[src/rtl/vault_reader_if.sv]
// Bus bundle for vault_reader: control, register-file read port and output stream.
// Define VAULT_READER_PARITY_EN to add the m_parity output.
interface vault_reader_if #(
    parameter int unsigned DATA_W = 8,
    parameter int unsigned ADDR_W = 2
);
    logic              start;
    logic [ADDR_W-1:0] start_addr;
    logic [ADDR_W-1:0] burst_len;
    logic              busy;
    logic [ADDR_W-1:0] raddr;
    logic [DATA_W-1:0] rdata;
    logic              m_valid;
    logic              m_ready;
    logic [DATA_W-1:0] m_data;
    logic [ADDR_W-1:0] m_addr;
    logic              m_last;
    logic              done;
`ifdef VAULT_READER_PARITY_EN
    logic              m_parity;
`endif

    modport master (
        input  start, start_addr, burst_len, rdata, m_ready,
`ifdef VAULT_READER_PARITY_EN
        output m_parity,
`endif
        output busy, raddr, m_valid, m_data, m_addr, m_last, done
    );

    modport slave (
        output start, start_addr, burst_len, rdata, m_ready,
`ifdef VAULT_READER_PARITY_EN
        input  m_parity,
`endif
        input  busy, raddr, m_valid, m_data, m_addr, m_last, done
    );
endinterface

[src/rtl/vault_reader.sv]
// Burst read master for a small register file, streaming snapshots out on valid/ready.
// Define VAULT_READER_PARITY_EN to register an even-parity bit alongside m_data.
module vault_reader #(
    parameter int unsigned DATA_W = 8,
    parameter int unsigned ADDR_W = 2,
    parameter int unsigned DEPTH  = 4
) (
    input logic           clk,
    input logic           rst,
    vault_reader_if.master bus
);
    typedef enum logic [1:0] {StIdle, StFetch, StSend} state_e;

    state_e            state_q, state_d;
    logic [ADDR_W-1:0] raddr_q, raddr_d;
    logic [ADDR_W-1:0] rem_q, rem_d;
    logic [DATA_W-1:0] m_data_q, m_data_d;
    logic [ADDR_W-1:0] m_addr_q, m_addr_d;
    logic              m_valid_q, m_valid_d;
    logic              m_last_q, m_last_d;
    logic              done_q, done_d;
    logic              handshake;
`ifdef VAULT_READER_PARITY_EN
    logic              m_parity_q, m_parity_d;
`endif

    assign handshake = m_valid_q && bus.m_ready;

    always_ff @(posedge clk) begin
        if (rst) begin
            state_q    <= StIdle;
            raddr_q    <= '0;
            rem_q      <= '0;
            m_data_q   <= '0;
            m_addr_q   <= '0;
            m_valid_q  <= 1'b0;
            m_last_q   <= 1'b0;
            done_q     <= 1'b0;
`ifdef VAULT_READER_PARITY_EN
            m_parity_q <= 1'b0;
`endif
        end else begin
            state_q    <= state_d;
            raddr_q    <= raddr_d;
            rem_q      <= rem_d;
            m_data_q   <= m_data_d;
            m_addr_q   <= m_addr_d;
            m_valid_q  <= m_valid_d;
            m_last_q   <= m_last_d;
            done_q     <= done_d;
`ifdef VAULT_READER_PARITY_EN
            m_parity_q <= m_parity_d;
`endif
        end
    end

    always_comb begin
        state_d = state_q;
        unique case (state_q)
            StIdle:  if (bus.start) state_d = StFetch;
            StFetch: state_d = StSend;
            StSend:  if (handshake) state_d = m_last_q ? StIdle : StFetch;
            default: state_d = StIdle;
        endcase
    end

    always_comb begin
        raddr_d    = raddr_q;
        rem_d      = rem_q;
        m_data_d   = m_data_q;
        m_addr_d   = m_addr_q;
        m_valid_d  = m_valid_q;
        m_last_d   = m_last_q;
        done_d     = 1'b0;
`ifdef VAULT_READER_PARITY_EN
        m_parity_d = m_parity_q;
`endif
        unique case (state_q)
            StIdle: begin
                if (bus.start) begin
                    raddr_d = bus.start_addr;
                    rem_d   = bus.burst_len;
                end
            end
            StFetch: begin
                // Snapshot is taken here; later writes to the file do not affect m_data.
                m_data_d   = bus.rdata;
                m_addr_d   = raddr_q;
                m_last_d   = (rem_q == '0);
                m_valid_d  = 1'b1;
`ifdef VAULT_READER_PARITY_EN
                m_parity_d = ^bus.rdata;
`endif
            end
            StSend: begin
                if (handshake) begin
                    m_valid_d = 1'b0;
                    if (m_last_q) begin
                        m_last_d = 1'b0;
                        done_d   = 1'b1;
                    end else begin
                        raddr_d = (raddr_q == ADDR_W'(DEPTH - 1)) ? '0 : raddr_q + ADDR_W'(1);
                        rem_d   = rem_q - ADDR_W'(1);
                    end
                end
            end
            default: ;
        endcase
    end

    always_comb begin
        bus.busy     = (state_q != StIdle);
        bus.raddr    = raddr_q;
        bus.m_valid  = m_valid_q;
        bus.m_data   = m_data_q;
        bus.m_addr   = m_addr_q;
        bus.m_last   = m_last_q;
        bus.done     = done_q;
`ifdef VAULT_READER_PARITY_EN
        bus.m_parity = m_parity_q;
`endif
    end
endmodule

[src/flat_wrapper.sv]
// flat-port wrapper written by rule: the top's interface ports become plain ports
module vault_reader_flat 
#(
    parameter int unsigned DATA_W = 8,
    parameter int unsigned ADDR_W = 2,
    parameter int unsigned DEPTH  = 4
)
  (clk, rst, bus_start, bus_start_addr, bus_burst_len, bus_rdata, bus_m_ready, bus_busy, bus_raddr, bus_m_valid, bus_m_data, bus_m_addr, bus_m_last, bus_done);
  vault_reader_if #(.DATA_W(DATA_W), .ADDR_W(ADDR_W)) bus_i ();
  input logic clk;
  input logic rst;
  input wire logic [$bits(bus_i.start)-1:0] bus_start;
  input wire logic [$bits(bus_i.start_addr)-1:0] bus_start_addr;
  input wire logic [$bits(bus_i.burst_len)-1:0] bus_burst_len;
  input wire logic [$bits(bus_i.rdata)-1:0] bus_rdata;
  input wire logic [$bits(bus_i.m_ready)-1:0] bus_m_ready;
  output wire logic [$bits(bus_i.busy)-1:0] bus_busy;
  output wire logic [$bits(bus_i.raddr)-1:0] bus_raddr;
  output wire logic [$bits(bus_i.m_valid)-1:0] bus_m_valid;
  output wire logic [$bits(bus_i.m_data)-1:0] bus_m_data;
  output wire logic [$bits(bus_i.m_addr)-1:0] bus_m_addr;
  output wire logic [$bits(bus_i.m_last)-1:0] bus_m_last;
  output wire logic [$bits(bus_i.done)-1:0] bus_done;
  assign bus_i.start = bus_start;
  assign bus_i.start_addr = bus_start_addr;
  assign bus_i.burst_len = bus_burst_len;
  assign bus_i.rdata = bus_rdata;
  assign bus_i.m_ready = bus_m_ready;
  assign bus_busy = bus_i.busy;
  assign bus_raddr = bus_i.raddr;
  assign bus_m_valid = bus_i.m_valid;
  assign bus_m_data = bus_i.m_data;
  assign bus_m_addr = bus_i.m_addr;
  assign bus_m_last = bus_i.m_last;
  assign bus_done = bus_i.done;
  vault_reader #(.DATA_W(DATA_W), .ADDR_W(ADDR_W), .DEPTH(DEPTH)) u_core (.clk(clk), .rst(rst), .bus(bus_i));
endmodule
[config.mk]
export PLATFORM = sky130hd
export DESIGN_NAME = vault_reader_flat
export DESIGN_NICKNAME = d
export VERILOG_FILES = /design/src/rtl/vault_reader_if.sv /design/src/rtl/vault_reader.sv /design/src/flat_wrapper.sv
export SDC_FILE = /design/constraint.sdc
export NUM_CORES = 1
export LEC_CHECK = 0
export CAP_MARGIN = 20
export CELL_PAD_IN_SITES_DETAIL_PLACEMENT = 1
export CELL_PAD_IN_SITES_GLOBAL_PLACEMENT = 2
export CORE_ASPECT_RATIO = 0.75
export CORE_MARGIN = 2
export CORE_UTILIZATION = 21
export DETAILED_ROUTE_END_ITERATION = 8
export PLACE_DENSITY = 0.76
export SETUP_SLACK_MARGIN = 0.15
export SYNTH_ARGS = -nofsm -noshare
export SYNTH_HDL_FRONTEND = slang
export SYNTH_SLANG_ARGS = --single-unit
[constraint.sdc]
create_clock -name clk -period 1.4 [get_ports clk]
set_clock_uncertainty 0.15 [all_clocks]
set_input_delay 0.35 -clock clk [delete_from_list [all_inputs] [get_ports clk]]
set_output_delay 0.35 -clock clk [all_outputs]
set_load 0.02 [all_outputs]
== Yosys cells after proc, flatten, opt, wreduce, memory -nomap -nowiden ==
Index checks and enable logic that the tools add are counted.
Storage, ports and cells
  register bits after elaboration: 19
  output and inout port bits: 16
  logic and storage cells: 45
Operators by class
  add/sub/neg operators: 2
  equal/unequal tests: 6
  muxes and demuxes: 17
  bitwise gates (word level): 2
  reduce and logical (&&, ||, !) cells: 10
Operators with widths (count)
  two-way mux 2 bit: 9
  case mux 2 bit (2 select lines): 2
  case mux 2 bit (3 select lines): 1
  nonzero test 2 bit: 3
  == test 2 bit, second input constant: 2
  logical NOT 2 bit: 2
  != test 2 bit, second input constant: 2
  case mux 1 bit (2 select lines): 2
  AND reduction 2 bit: 2
  AND reduction 4 bit: 1
  two-way mux 1 bit: 3
  OR reduction 3 bit: 1
  adder 2 x 1 -> 2 bit, second input constant: 1
  == test 2 x 1 -> 1 bit, second input constant: 1
  != test 2 x 1 -> 1 bit, second input constant: 1
  NOT 1 bit: 2
  subtractor 2 x 1 -> 2 bit, second input constant: 1
  logical AND 1 bit: 1

== Longest topological paths before layout ==
Gate-level depths: netlist (run 1).
  word-level depth: 5
  depth in mapped cells: 5
  depth with buffers taken out: 5

== Worst setup path before layout (run 1) ==
OpenSTA, ideal clock, no wires.
  path type: reg2reg
  start point: reg u_core.raddr_q[0], in the netlist u_core.bus.raddr[0]
  end point: reg u_core.raddr_q[1], in the netlist u_core.bus.raddr[1]
  library setup time: 133 ps
  arrival time: 1243 ps
  slack: -126 ps
  cell stages (with the launch flop): 5
  period minus slack after synthesis: 1526 ps
  cell sequence: dfxtp_1 -> ha_1 -> mux2_2 -> a211oi_1 -> a211oi_1
On the way
  cells in the longest elaborated chain, start to end: 5
  elaborated cells on any way between the ends: 6
  classes of those cells: 1 x add/sub; 1 x eq/ne; 4 x mux
Ends and longest elaborated chain
  from (decl): line vault_reader.sv:15  | logic [ADDR_W-1:0] raddr_q, raddr_d;
  from (signal assigned): line vault_reader.sv:44  | raddr_q <= raddr_d;
  adder 2 x 1 -> 2 bit / == test 2 bit (equally long branches): line vault_reader.sv:102  | raddr_d = (raddr_q == ADDR_W'(DEPTH - 1)) ? '0 : raddr_q + ADDR_W'(1);
  two-way mux 2 bit (*): line vault_reader.sv:102
  two-way mux 2 bit (*): line vault_reader.sv:98  | if (m_last_q) begin
  two-way mux 2 bit (*): line vault_reader.sv:96  | if (handshake) begin
  case mux 2 bit (2 select lines) (*): line vault_reader.sv:78  | unique case (state_q)
Every way passes the cells marked *; elsewhere a longest branch is shown, timed or not. The select of a mux whose other input is x is not followed.
A chain may end at the register's enable or synchronous reset.

== Worst setup path in the final report (run 1) ==
  start point: reg u_core.state_q[1]
  end point: out bus_busy
On the way
  cells in the longest elaborated chain, start to end: 1
Ends and longest elaborated chain
  from (decl): line vault_reader.sv:14  | state_e state_q, state_d;
  from (signal assigned): line vault_reader.sv:31  | state_q <= StIdle;
  from (signal assigned): line vault_reader.sv:43  | state_q <= state_d;
  nonzero test 2 bit: line vault_reader.sv:112  | bus.busy = (state_q != StIdle);
  to (decl): line flat_wrapper.sv:17  | output wire logic [$bits(bus_i.busy)-1:0] bus_busy;
Every way passes these cells.

==> metrics.txt, run 1 <==
status=finished, violations left; failing checks=setup timing; Detail Route Antenna Nets=0; # IOs=32; Wirelength per Cell=13.7 um; Placed Area=1300 um2; ant diodes=0; Yosys cell types=28; CTS Sinks=19; critical path endpoint category=primary output; layout cells sized above 1=51.3%; Setup Viol. Count Final=4; Worst-Skew Late Latency=0.26 ns; number of global-route vias before repair=915; clk slew on worst S/H paths=0.07 ns; Longest Clk Path Bufs=2; Max-cap violations=0; Total Routing Usage GR=13.2%; Placed Instances=roughly 190; final period utilization=105%; CP Class=reg -> out; Tightest Pin Transition=0.311 ns; unrepaired setup endpoints after global routing=true; DRT iter0 DRCs=14; Hold Crit Class=reg -> reg; Final WS setup=-0.0688 ns; Slew Viols, Final=0; antenna violations before repair=0; die width=76.1 um; post-synthesis register bit count=19; synth warn=0; root buffer cell=clkbuf_8; post-synthesis average cell area=8.20 um2; Detailed Place HPWL=1850 um; grt total ovfl=0; cts hold-fix bufs=0; Final Critical Period=between 1 and 1.5 ns; DRC=0; Fin. Hold Viols=0; Num CTS Buffers=3; worst path required time=roughly 0.90 ns; final WL=approximately 2800 um; Seq/Total Area, Yosys=approximately 46%; post-synthesis instance total=100; Max IR drop VDD=0.418 mV; core area=3710 um2; setup TNS=-0.124 ns; crit path max fanout=2; leakage=~0.65 nW; power per cell area=around 900 nW/um2; Slew headroom=79.3%; fin util=between 40 and 50%; Crit path arrival time=0.97 ns; Die Y-Extent=58.1 um; Hold Slack=0.303 ns; Post-Layout Cell Count=208; pin count of the biggest net entering global routing=13; gpl congestion=roughly 0.8; Place WS=-0.403 ns; design area=between 1500 and 2000 um2; die footprint=4420 um2; CTS tree=yes; first-pass GRT wire length=around 4400 um; post-DR vias/cell=approximately 4.4; I/O Buffers=31; Synth Cell Area=between 800 and 900 um2; post-synth net total=~120; Synth-to-Final Area Change=93.4%; Vias=907; H-Tree Depth=1; row count=19; FMAX=between 600 and 700 MHz; DRT Pass-1 Iters=4; total power=1.42 mW; CP Launch Type=register; Initial Utilization=22.1%; Nets=175
## report_power, final
part / total, mW / switching (mW) / internal, mW
registers: 0.608 / 0.0296 / 0.578
clock network: 0.392 / 0.194 / 0.198
logic: 0.420 / 0.185 / 0.235
total: 1.42 / 0.408 / 1.01
## timing repair
item | CTS | global route
hold endpoints to repair | 0 | 0
cloned | 1 | 0
resized for setup | 105 | 31
pin swaps | 5 | 9
setup buffers | 4 | 8
endpoints found under the setup margin | 34 | 31
## cells in the final DEF (no fill, tap or decap), types with 3 or more instances in the layout
master | synthesis | layout
a21oi_1 | 14 | 12
nand2_1 | 24 | 23
nand2b_1 | 5 | 4
dfxtp_4 | 0 | 4
buf_4 | 0 | 21
nor2_1 | 3 | 3
dfxtp_1 | 19 | 3
clkdlybuf4s50_1 | 0 | 12
inv_1 | 4 | 4
buf_6 | 0 | 21
dfxtp_2 | 0 | 12
clkbuf_8 | 0 | 3
## cell usage after synthesis, drive strengths merged
master	number	area, um2
o32a	1	10.0
nand4b	1	8.76
a221oi	1	8.76
inv	4	15.0
a21oi	14	70.1
mux2	2	22.5
or2	2	12.5
buf	5	23.8
a211oi	3	22.5
dfxtp	19	380
a21o	1	7.51
nand2	24	90.1
nand3	2	10.0
nor2	3	11.3
nand3b	1	7.51
a2111oi	1	8.76
nor4	1	6.26
nand2b	5	31.3
nor2b	3	18.8
or3b	1	8.76
a31oi	1	6.26
ha	2	25.0
nor3	1	5.00
o21ai	1	5.00
clkbuf	1	3.75
## sequential cells by signal, summed over array words and instances (netlist names)
| name | count |
|---|---|
| u_core.bus.m_data | 8 |
| u_core.bus.m_addr | 2 |
| u_core.bus.raddr | 2 |
| u_core.rem_q | 2 |
| u_core.state_q | 2 |
| u_core.bus.done | 1 |
| u_core.bus.m_last | 1 |
| u_core.bus.m_valid | 1 |
## layer usage
layer,wire length [um],GRT usage [%],vias up
li1,-,-,451
met1,1220,14.4,433
met2,1440,23.5,18
met3,129,4.67,5
met4,58,6.23,0
met5,0,0,-
## cell type report
class	instances	area (um2)
Clock inverter	1	5.00
Sequential cell	19	410
Multi-Input combinational cell	71	499
Clock buffer	3	41.3
Inverter	4	15.0
Timing Repair Buffer	58	549
Fill cell	439	2120
Tap cell	52	65.1
## path summary, 6_finish.rpt
check                                    startpoint                                 to  slack, ns  cells past startpoint
hold / removal    u_core.bus.m_data[4]$_SDFFE_PP0P_  u_core.bus.m_data[4]$_SDFFE_PP0P_       0.30                      2
hold reg to reg   u_core.bus.m_data[4]$_SDFFE_PP0P_  u_core.bus.m_data[4]$_SDFFE_PP0P_       0.30                      2
setup / recovery     u_core.state_q[1]$_SDFFE_PP0P_                           bus_busy      -0.07                      2
setup reg to reg    u_core.bus.m_valid$_SDFFE_PP0P_   u_core.bus.raddr[0]$_SDFFE_PP0P_      -0.03                      4
## logic make-up (layout without fill, tap and decap cells)
family                   Yosys count  count (layout)  share of synthesized area, %
AO/OA/AOI/OAI                     23              23                          16.9
adder cells (fa/ha/maj)            2               2                          3.05
buffers and inverters             10              66                          5.19
flip-flops                        19              19                          46.4
multiplexers                       2               2                          2.75
AND/OR/NAND/NOR                   44              44                          25.7
## critical path: stages, from the launching register on
cell and delay (ns):
dfxtp_2 0.33, or2_4 0.25, buf_6 0.13
No activity file was read; power rests on OpenSTA's default activity.
==> run 2: changes to the inputs <==
- HOLD_SLACK_MARGIN: not set -> 0.06
==> results of run 2 <==
The final DEF is identical to that of run 1; final timing and power are the same.
==> run 3: changes to the inputs <==
- HOLD_SLACK_MARGIN: 0.06 -> 0.1
==> results of run 3 <==
The final DEF is identical to that of run 1; final timing and power are the same.
